## src/rtl/fwd_hazard_if.sv

```systemverilog
// ID-stage request and hazard/forward response bundle for fwd_hazard_unit.
// master = pipeline control (drives ID fields), slave = the hazard unit.
interface fwd_hazard_if #(
  parameter int RW   = 5,
  parameter int NSRC = 2,
  parameter int NSTG = 2,
  parameter int CW   = 16
);
  logic                 id_valid;
  logic [NSRC*RW-1:0]   id_src;
  logic [NSRC-1:0]      id_src_used;
  logic [RW-1:0]        id_rd;
  logic                 id_regwrite;
  logic                 id_memread;
  logic                 flush;
  logic                 cnt_clr;
  logic                 stall;
  logic [NSRC*NSTG-1:0] fwd_sel;
  logic [CW-1:0]        stall_cnt;

  modport master (
    output id_valid, id_src, id_src_used, id_rd, id_regwrite, id_memread, flush, cnt_clr,
    input  stall, fwd_sel, stall_cnt
  );

  modport slave (
    input  id_valid, id_src, id_src_used, id_rd, id_regwrite, id_memread, flush, cnt_clr,
    output stall, fwd_sel, stall_cnt
  );
endinterface

```

## src/rtl/fwd_hazard_unit.sv

```systemverilog
// Operand forwarding and load-use stall detection using shadow copies of the
// EX entry and NSTG post-EX destination stages.
module fwd_hazard_unit #(
  parameter int RW       = 5,
  parameter int NSRC     = 2,
  parameter int NSTG     = 2,
  parameter int LOAD_STG = 1,
  parameter int CW       = 16
) (
  input logic          clk,
  input logic          rst_n,
  fwd_hazard_if.slave  hz
);

  logic               ex_valid_q;
  logic               ex_rw_q;
  logic               ex_mr_q;
  logic [RW-1:0]      ex_rd_q;
  logic [NSRC*RW-1:0] ex_src_q;
  logic [NSRC-1:0]    ex_used_q;

  logic [NSTG-1:0]    p_valid_q;
  logic [NSTG-1:0]    p_rw_q;
  logic [NSTG-1:0]    p_mr_q;
  logic [RW-1:0]      p_rd_q [NSTG];

  logic [CW-1:0]      cnt_q;
  logic [CW-1:0]      cnt_d;

  logic               stall_s;
  logic               st_act_s;
  logic               st_hit_s;
  logic               st_found_s;
  logic [RW-1:0]      st_src_s;

  logic [NSRC*NSTG-1:0] fwd_s;
  logic               fw_act_s;
  logic               fw_hit_s;
  logic               fw_found_s;
  logic [RW-1:0]      fw_src_s;

  // Load-use stall: youngest producer of each ID source, EX searched first
  always_comb begin
    stall_s    = 1'b0;
    st_act_s   = 1'b0;
    st_hit_s   = 1'b0;
    st_found_s = 1'b0;
    st_src_s   = '0;
    for (int s = 0; s < NSRC; s++) begin
      st_src_s   = hz.id_src[s*RW +: RW];
      st_act_s   = hz.id_valid & hz.id_src_used[s] & (st_src_s != '0);
      st_hit_s   = ex_valid_q & ex_rw_q & (ex_rd_q == st_src_s);
      stall_s    = stall_s | (st_act_s & st_hit_s & ex_mr_q);
      st_found_s = st_hit_s;
      for (int k = 0; k < NSTG; k++) begin
        st_hit_s   = p_valid_q[k] & p_rw_q[k] & (p_rd_q[k] == st_src_s);
        stall_s    = stall_s | (st_act_s & ~st_found_s & st_hit_s & p_mr_q[k] & ((k + 1) < LOAD_STG));
        st_found_s = st_found_s | st_hit_s;
      end
    end
  end

  // Forward select: one-hot on the youngest post-EX producer, stage k -> bit NSTG-1-k
  always_comb begin
    fwd_s      = '0;
    fw_act_s   = 1'b0;
    fw_hit_s   = 1'b0;
    fw_found_s = 1'b0;
    fw_src_s   = '0;
    for (int s = 0; s < NSRC; s++) begin
      fw_src_s   = ex_src_q[s*RW +: RW];
      fw_act_s   = ex_valid_q & ex_used_q[s] & (fw_src_s != '0);
      fw_found_s = 1'b0;
      for (int k = 0; k < NSTG; k++) begin
        fw_hit_s = p_valid_q[k] & p_rw_q[k] & (p_rd_q[k] == fw_src_s);
        fwd_s[s*NSTG + (NSTG - 1 - k)] = fw_act_s & ~fw_found_s & fw_hit_s;
        fw_found_s = fw_found_s | fw_hit_s;
      end
    end
  end

  // Stall counter next state: clear wins, then saturating increment
  always_comb begin
    if (hz.cnt_clr) begin
      cnt_d = '0;
    end else if (stall_s && (cnt_q != {CW{1'b1}})) begin
      cnt_d = cnt_q + {{(CW-1){1'b0}}, 1'b1};
    end else begin
      cnt_d = cnt_q;
    end
  end

  // Pipeline shadow: post-EX stages always advance; EX takes ID or a bubble
  always_ff @(posedge clk or negedge rst_n) begin
    if (!rst_n) begin
      ex_valid_q <= 1'b0;
      ex_rw_q    <= 1'b0;
      ex_mr_q    <= 1'b0;
      ex_rd_q    <= '0;
      ex_src_q   <= '0;
      ex_used_q  <= '0;
      p_valid_q  <= '0;
      p_rw_q     <= '0;
      p_mr_q     <= '0;
      for (int k = 0; k < NSTG; k++) begin
        p_rd_q[k] <= '0;
      end
      cnt_q      <= '0;
    end else begin
      p_valid_q[0] <= ex_valid_q;
      p_rw_q[0]    <= ex_rw_q;
      p_mr_q[0]    <= ex_mr_q;
      p_rd_q[0]    <= ex_rd_q;
      for (int k = 1; k < NSTG; k++) begin
        p_valid_q[k] <= p_valid_q[k-1];
        p_rw_q[k]    <= p_rw_q[k-1];
        p_mr_q[k]    <= p_mr_q[k-1];
        p_rd_q[k]    <= p_rd_q[k-1];
      end
      ex_valid_q <= hz.id_valid & ~hz.flush & ~stall_s;
      ex_rw_q    <= hz.id_regwrite;
      ex_mr_q    <= hz.id_memread;
      ex_rd_q    <= hz.id_rd;
      ex_src_q   <= hz.id_src;
      ex_used_q  <= hz.id_src_used;
      cnt_q      <= cnt_d;
    end
  end

  assign hz.stall     = stall_s;
  assign hz.fwd_sel   = fwd_s;
  assign hz.stall_cnt = cnt_q;

endmodule
```

## src/flat_wrapper.sv

```systemverilog
// flat-port wrapper written by rule: the top's interface ports become plain ports
module fwd_hazard_unit_flat 
#(
  parameter int RW       = 5,
  parameter int NSRC     = 2,
  parameter int NSTG     = 2,
  parameter int LOAD_STG = 1,
  parameter int CW       = 16
)
  (clk, rst_n, hz_id_valid, hz_id_src, hz_id_src_used, hz_id_rd, hz_id_regwrite, hz_id_memread, hz_flush, hz_cnt_clr, hz_stall, hz_fwd_sel, hz_stall_cnt);
  fwd_hazard_if #(.RW(RW), .NSRC(NSRC), .NSTG(NSTG), .CW(CW)) hz_i ();
  input logic clk;
  input logic rst_n;
  input wire logic [$bits(hz_i.id_valid)-1:0] hz_id_valid;
  input wire logic [$bits(hz_i.id_src)-1:0] hz_id_src;
  input wire logic [$bits(hz_i.id_src_used)-1:0] hz_id_src_used;
  input wire logic [$bits(hz_i.id_rd)-1:0] hz_id_rd;
  input wire logic [$bits(hz_i.id_regwrite)-1:0] hz_id_regwrite;
  input wire logic [$bits(hz_i.id_memread)-1:0] hz_id_memread;
  input wire logic [$bits(hz_i.flush)-1:0] hz_flush;
  input wire logic [$bits(hz_i.cnt_clr)-1:0] hz_cnt_clr;
  output wire logic [$bits(hz_i.stall)-1:0] hz_stall;
  output wire logic [$bits(hz_i.fwd_sel)-1:0] hz_fwd_sel;
  output wire logic [$bits(hz_i.stall_cnt)-1:0] hz_stall_cnt;
  assign hz_i.id_valid = hz_id_valid;
  assign hz_i.id_src = hz_id_src;
  assign hz_i.id_src_used = hz_id_src_used;
  assign hz_i.id_rd = hz_id_rd;
  assign hz_i.id_regwrite = hz_id_regwrite;
  assign hz_i.id_memread = hz_id_memread;
  assign hz_i.flush = hz_flush;
  assign hz_i.cnt_clr = hz_cnt_clr;
  assign hz_stall = hz_i.stall;
  assign hz_fwd_sel = hz_i.fwd_sel;
  assign hz_stall_cnt = hz_i.stall_cnt;
  fwd_hazard_unit #(.RW(RW), .NSRC(NSRC), .NSTG(NSTG), .LOAD_STG(LOAD_STG), .CW(CW)) u_core (.clk(clk), .rst_n(rst_n), .hz(hz_i));
endmodule
```

## config.mk

```make
export PLATFORM = sky130hd
export DESIGN_NAME = fwd_hazard_unit_flat
export DESIGN_NICKNAME = d
export VERILOG_FILES = /design/src/rtl/fwd_hazard_if.sv /design/src/rtl/fwd_hazard_unit.sv /design/src/flat_wrapper.sv
export SDC_FILE = /design/constraint.sdc
export NUM_CORES = 1
export LEC_CHECK = 0
export ABC_AREA = 0
export CELL_PAD_IN_SITES_DETAIL_PLACEMENT = 1
export CELL_PAD_IN_SITES_GLOBAL_PLACEMENT = 2
export CORE_ASPECT_RATIO = 1.25
export CORE_MARGIN = 2
export CORE_UTILIZATION = 36
export DETAILED_ROUTE_END_ITERATION = 10
export GPL_ROUTABILITY_DRIVEN = 0
export GPL_TIMING_DRIVEN = 0
export PLACE_DENSITY = 0.87
export REMOVE_ABC_BUFFERS = 1
export SYNTH_ARGS = -nofsm -noshare
export SYNTH_HDL_FRONTEND = slang
export SYNTH_SLANG_ARGS = --single-unit
export TNS_END_PERCENT = 10
```

## constraint.sdc

```tcl
create_clock -name clk -period 3.1 [get_ports clk]
set_input_delay 0.31 -clock clk [delete_from_list [all_inputs] [get_ports clk]]
set_output_delay 0.31 -clock clk [all_outputs]
set_load 0.005 [all_outputs]
```

### Word level (Yosys, flattened, before mapping)

Cells that the tools add are included.

* register bits: 50
* input port bits: 24
* output and inout port bits: 21
* logic and storage cells: 61

* add/subtract/negate cells: 1
* equality and inequality tests: 7
* multiplexer cells: 2
* bitwise logic cells: 34
* reductions and logical operators: 6

Operators with widths (count)
* 2-to-1 mux 16 bit: 2
* equality test 5 bit: 6
* AND 1 bit: 29
* nonzero test 5 bit: 4
* adder 16 x 1 -> 16 bit (second input constant): 1
* inequality test 16 bit (second input constant): 1
* NOT 1 bit: 4
* nonzero test 2 bit: 1
* logical AND 1 bit: 1
* OR 1 bit: 1

### Depth between registers and ports, before layout

* depth after elaboration: 8
* depth in mapped cells: 7
* mapped depth without buffers: 6

### Least setup slack after synthesis

OpenSTA, ideal clock, no wires.

* path kind: register -> register
* from: register u_core.ex_rd_q[1]
* to: register u_core.cnt_q[11], in the netlist u_core.hz.stall_cnt[11]
* data arrival time: 1.811 ns
* setup slack: 1.211 ns
* cell stages (with the launch flop): 8
* cells stage by stage: dfrtp_1 -> xnor2_1 -> o2111ai_1 -> nor4b_4 -> o21ai_2 -> buf_6 -> or3_1 -> a21oi_1

* word-level cells in the longest chain between the ends: 7

Ends and longest elaborated chain
* from (decl): line fwd_hazard_unit.sv:18 `logic [RW-1:0] ex_rd_q;`
* from (signal assigned): line fwd_hazard_unit.sv:123 `ex_rd_q <= hz.id_rd;`
* equality test 5 bit: line fwd_hazard_unit.sv:52 `st_hit_s = ex_valid_q & ex_rw_q & (ex_rd_q == st_src_s);`
* AND 1 bit: line fwd_hazard_unit.sv:52
* AND 1 bit (2 in series): line fwd_hazard_unit.sv:53 `stall_s = stall_s | (st_act_s & st_hit_s & ex_mr_q);`
* OR 1 bit *: line fwd_hazard_unit.sv:53
* logical AND 1 bit *: line fwd_hazard_unit.sv:86 `end else if (stall_s && (cnt_q != {CW{1'b1}})) begin`
* nonzero test 2 bit (no source line) *
* to (signal assigned): line fwd_hazard_unit.sv:126 `cnt_q <= cnt_d;`
* to (decl): line fwd_hazard_unit.sv:27 `logic [CW-1:0] cnt_q;`

Mark *: on every way between the ends. The rest lies on a longest branch, timed or not.
A chain may end at the register's enable or synchronous reset.

### Worst setup path in the final report

* from: input hz_id_src[0]
* to: output hz_stall

* word-level cells in the longest chain between the ends: 5

Ends and longest elaborated chain
* from (decl): line flat_wrapper.sv:15 `input wire logic [$bits(hz_i.id_src)-1:0] hz_id_src;`
* equality test 5 bit or nonzero test 5 bit (tied branches): line fwd_hazard_unit.sv:52, fwd_hazard_unit.sv:51
* AND 1 bit, on equally long branches: line fwd_hazard_unit.sv:52, fwd_hazard_unit.sv:51
* AND 1 bit * (2 in series): line fwd_hazard_unit.sv:53
* OR 1 bit *: line fwd_hazard_unit.sv:53
* to (decl): line flat_wrapper.sv:22 `output wire logic [$bits(hz_i.stall)-1:0] hz_stall;`

Marks and branches as above.

==> flow_metrics.env <==
export IMPL_status="complete, no violations"
export IMPL_crit_path_frequent_cell="clkdlybuf4s50_1"
export IMPL_drc_errors=0
export IMPL_synth_main_ff_cell="dfrtp_1"
export IMPL_drtIter0Drc=82
export IMPL_worstSetupPathType="in2out"
export IMPL_ys_ff_latch=50
export IMPL_tightest_slew_ns=0.6723
export IMPL_slew_viol_final=0
export IMPL_crit_chain="clkdlybuf4s50_1 -> xnor2_1 -> o2111ai_1 -> nor4b_4 -> or2_1 -> clkdlybuf4s50_1"
export IMPL_grt_pass1_wl_um=8397
export IMPL_die_y_um=91.07
export IMPL_die_area_um2=6708
export IMPL_hpwl_um=3899
export IMPL_peakVddDrop_v=0.0001959
export IMPL_track_usage=0.1672
export IMPL_port_buffers=44
export IMPL_cp_start_kind="input pin"
export IMPL_synth_cell_area_um2=2183
export IMPL_dr_total_vias=1583
export IMPL_slew_limit_headroom=0.5504
export IMPL_setup_viol=0
export IMPL_fin_crit_ns=2.737
export IMPL_synthArstFlopShare=1.000
export IMPL_root_buffer="clkbuf_8"
export IMPL_cp_end_kind="output pin"
export IMPL_fmax_mhz=365.4
export IMPL_clkTransAtPathRegs_ns=0.08
export IMPL_path_buf_inv=2
export IMPL_fin_skew_ns=0.004270
export IMPL_first_pass_iters=4
export IMPL_p_per_area_nw_per_um2=445.5
export IMPL_hold_path_class="in2async"
export IMPL_clock_latency_ns=0.29
export IMPL_crit_family="buffers and inverters"
export IMPL_rsz0062_at_grt="false"
export IMPL_cp_arrival_ns=2.43
export IMPL_cts_resized=0
export IMPL_grt_ovfl_total=0
export IMPL_postCtsSetupRepairBufs=0
export IMPL_area_delta_synth_final_pct=28.94
export IMPL_total_leakage_power_nw=1.094
export IMPL_cts_tree="yes"
export IMPL_wl_per_cell_um=17.18
export IMPL_io_pins=45
export IMPL_drive_above_1_share=0.06087
export IMPL_nNetsFinal=255
export IMPL_ys_seq_area_frac=0.5731
export IMPL_cts_buffers=5
export IMPL_r2r_start="u_core.ex_rd_q[1]"
export IMPL_grt_pass1_vias=1658
export IMPL_cts_sinks=50
export IMPL_avgSynthCellArea_um2=12.06
export IMPL_antenna_found_initial=0
export IMPL_worstPathRequired_ns=2.79
export IMPL_cp_depth=6
export IMPL_die_w_um=73.66
export IMPL_yosysWarnings=0
export IMPL_max_cap_violations=0
export IMPL_synth_edf_count=0
export IMPL_reg2reg_to="u_core.hz.stall_cnt[13]"
export IMPL_fillers=622
export IMPL_rrSetupSlack_ns=0.76
export IMPL_period_share=0.8828
export IMPL_ff2ff_path_depth=6
export IMPL_coreArea_um2=5818
export IMPL_synthCells=181
export IMPL_rows=31
export IMPL_drtAntennaViolNets=0
export IMPL_crit_slowest_cell="clkdlybuf4s50_1"
export IMPL_fin_setup_tns_ns=0
export IMPL_cp_slowest_stage_delay_ns=0.57
export IMPL_h_tree_depth=2
export IMPL_grt_max_degree=28
export IMPL_wirelength_um=5085
export IMPL_crit_path_max_fanout=6
export IMPL_cts_buffer_depth=2
export IMPL_hold_buffers=0
export IMPL_layoutNonFillerInstCount=296
export IMPL_final_hold_viol_count=0
export IMPL_initial_core_util=0.3753
export IMPL_diodes=0
export IMPL_synth_distinct_cells=40
export IMPL_vias_per_cell=5.348
export IMPL_total_power_mw=1.254
export IMPL_dp_cells=289
through the flow:
stage	utilization	hold slack [ns]	area, um^2	setup slack (ns)
3_3_place_gp	0.4619	0.3576	2688	0.3048
4_1_cts	0.4839	0.02782	2815	0.3312
6_report	0.4839	0.02273	2815	0.3633
5_1_grt	0.4839	0.02701	2815	0.2392
3_5_place_dp	0.4645	0.3537	2703	0.3104
2_1_floorplan	-	0.01441	2165	1.123
worst reg2reg max path, delay by kind of cell, from the launching register on:
| kind | cells | cell delay (ns) |
|---|---|---|
| AOI/OAI and AO/OA | 3 | 0.64 |
| and+or+nand+nor | 2 | 1.01 |
| xor gates and xnor gates | 1 | 0.16 |
| DFF | 1 | 0.44 |
report_power, final:
group          switching, mW  internal (mW)  total [mW]
Clock                  0.197          0.258       0.455
Combinational         0.0492         0.0529       0.102
Sequential            0.0231          0.674       0.697
logic make-up (layout without fill, tap and decap cells):
group / Yosys count / count (layout) / share of synthesized area
adders and majority gates: 1 / 1 / 0.005730
muxes: 2 / 2 / 0.009742
and+or+nand+nor: 60 / 60 / 0.1679
xor gates and xnor gates: 32 / 32 / 0.1284
DFF: 50 / 50 / 0.5731
buffers and inverters: 5 / 54 / 0.01203
AOI/OAI and AO/OA: 31 / 31 / 0.1032
state kept, by name (all words and copies together), names as in the netlist:
signal and flops:
u_core.ex_rw_q 1, u_core.p_rw_q 2, u_core.p_rd_q 10, u_core.ex_used_q 2, u_core.ex_src_q 10, u_core.p_valid_q 2, u_core.ex_mr_q 1, u_core.hz.stall_cnt 16
u_core.ex_valid_q 1, u_core.ex_rd_q 5
metal layers:
layer | part of all wire | wire [um] | track usage | vias up
met5 | 0 | 0 | 0 | -
met4 | 0.015 | 75 | 0.05909 | 0
met3 | 0.039 | 198 | 0.04107 | 6
met2 | 0.54 | 2748 | 0.2820 | 38
met1 | 0.41 | 2063 | 0.2030 | 782
li1 | - | - | - | 757
cell usage in the layout (no fill, tap or decap), types with 6 or more instances in the layout:
cell type	n
xnor2_1	18
clkbuf_8	6
nand3_1	6
nand2_1	7
xor2_1	14
clkdlybuf4s50_1	43
dfrtp_1	50
a21oi_1	8
nand4_1	7
nor2_1	9
how the worst max path moves through the flow:
stage,startpoint,to
finish,hz_id_src[0],hz_stall
global route,hz_id_src[0],hz_stall
CTS,hz_id_src[0],hz_stall
detailed placement,hz_id_src[1],u_core.hz.stall_cnt[13]
floorplan,u_core.ex_rd_q[1],u_core.hz.stall_cnt[13]
global placement,rst_n,u_core.hz.stall_cnt[13]
final cells by class:
class                   instances  area (um^2)  share of cell area
flip-flops and latches         50         1251              0.4444
clock buffers                   6        82.58             0.02933
clock inverters                 1        30.03             0.01067
well taps                      66        82.58             0.02933
multi-input cells             126        905.9              0.3218
inverters                       2        7.507            0.002667
repair buffers                 45        455.4              0.1618
synth_stat cells (all sizes together) (2+ instances only):
cell / instances / area [um^2]
and3: 5 / 31.28
dfrtp: 50 / 1251
nand2: 7 / 26.28
nor4: 5 / 31.28
buf: 2 / 15.01
nor2: 9 / 33.78
inv: 2 / 7.510
nor2b: 2 / 12.51
nand4: 8 / 65.06
a21oi: 8 / 40.04
o31ai: 2 / 15.01
xnor2: 18 / 157.7
or4: 4 / 30.03
o21ai: 7 / 38.78
nor3: 4 / 20.02
a211oi: 2 / 15.01
nand3: 6 / 30.03
o211ai: 5 / 37.54
xor2: 14 / 122.6
nor4b: 2 / 32.53
or3: 5 / 31.28
Note: power is estimated with default switching activity, not from simulation.
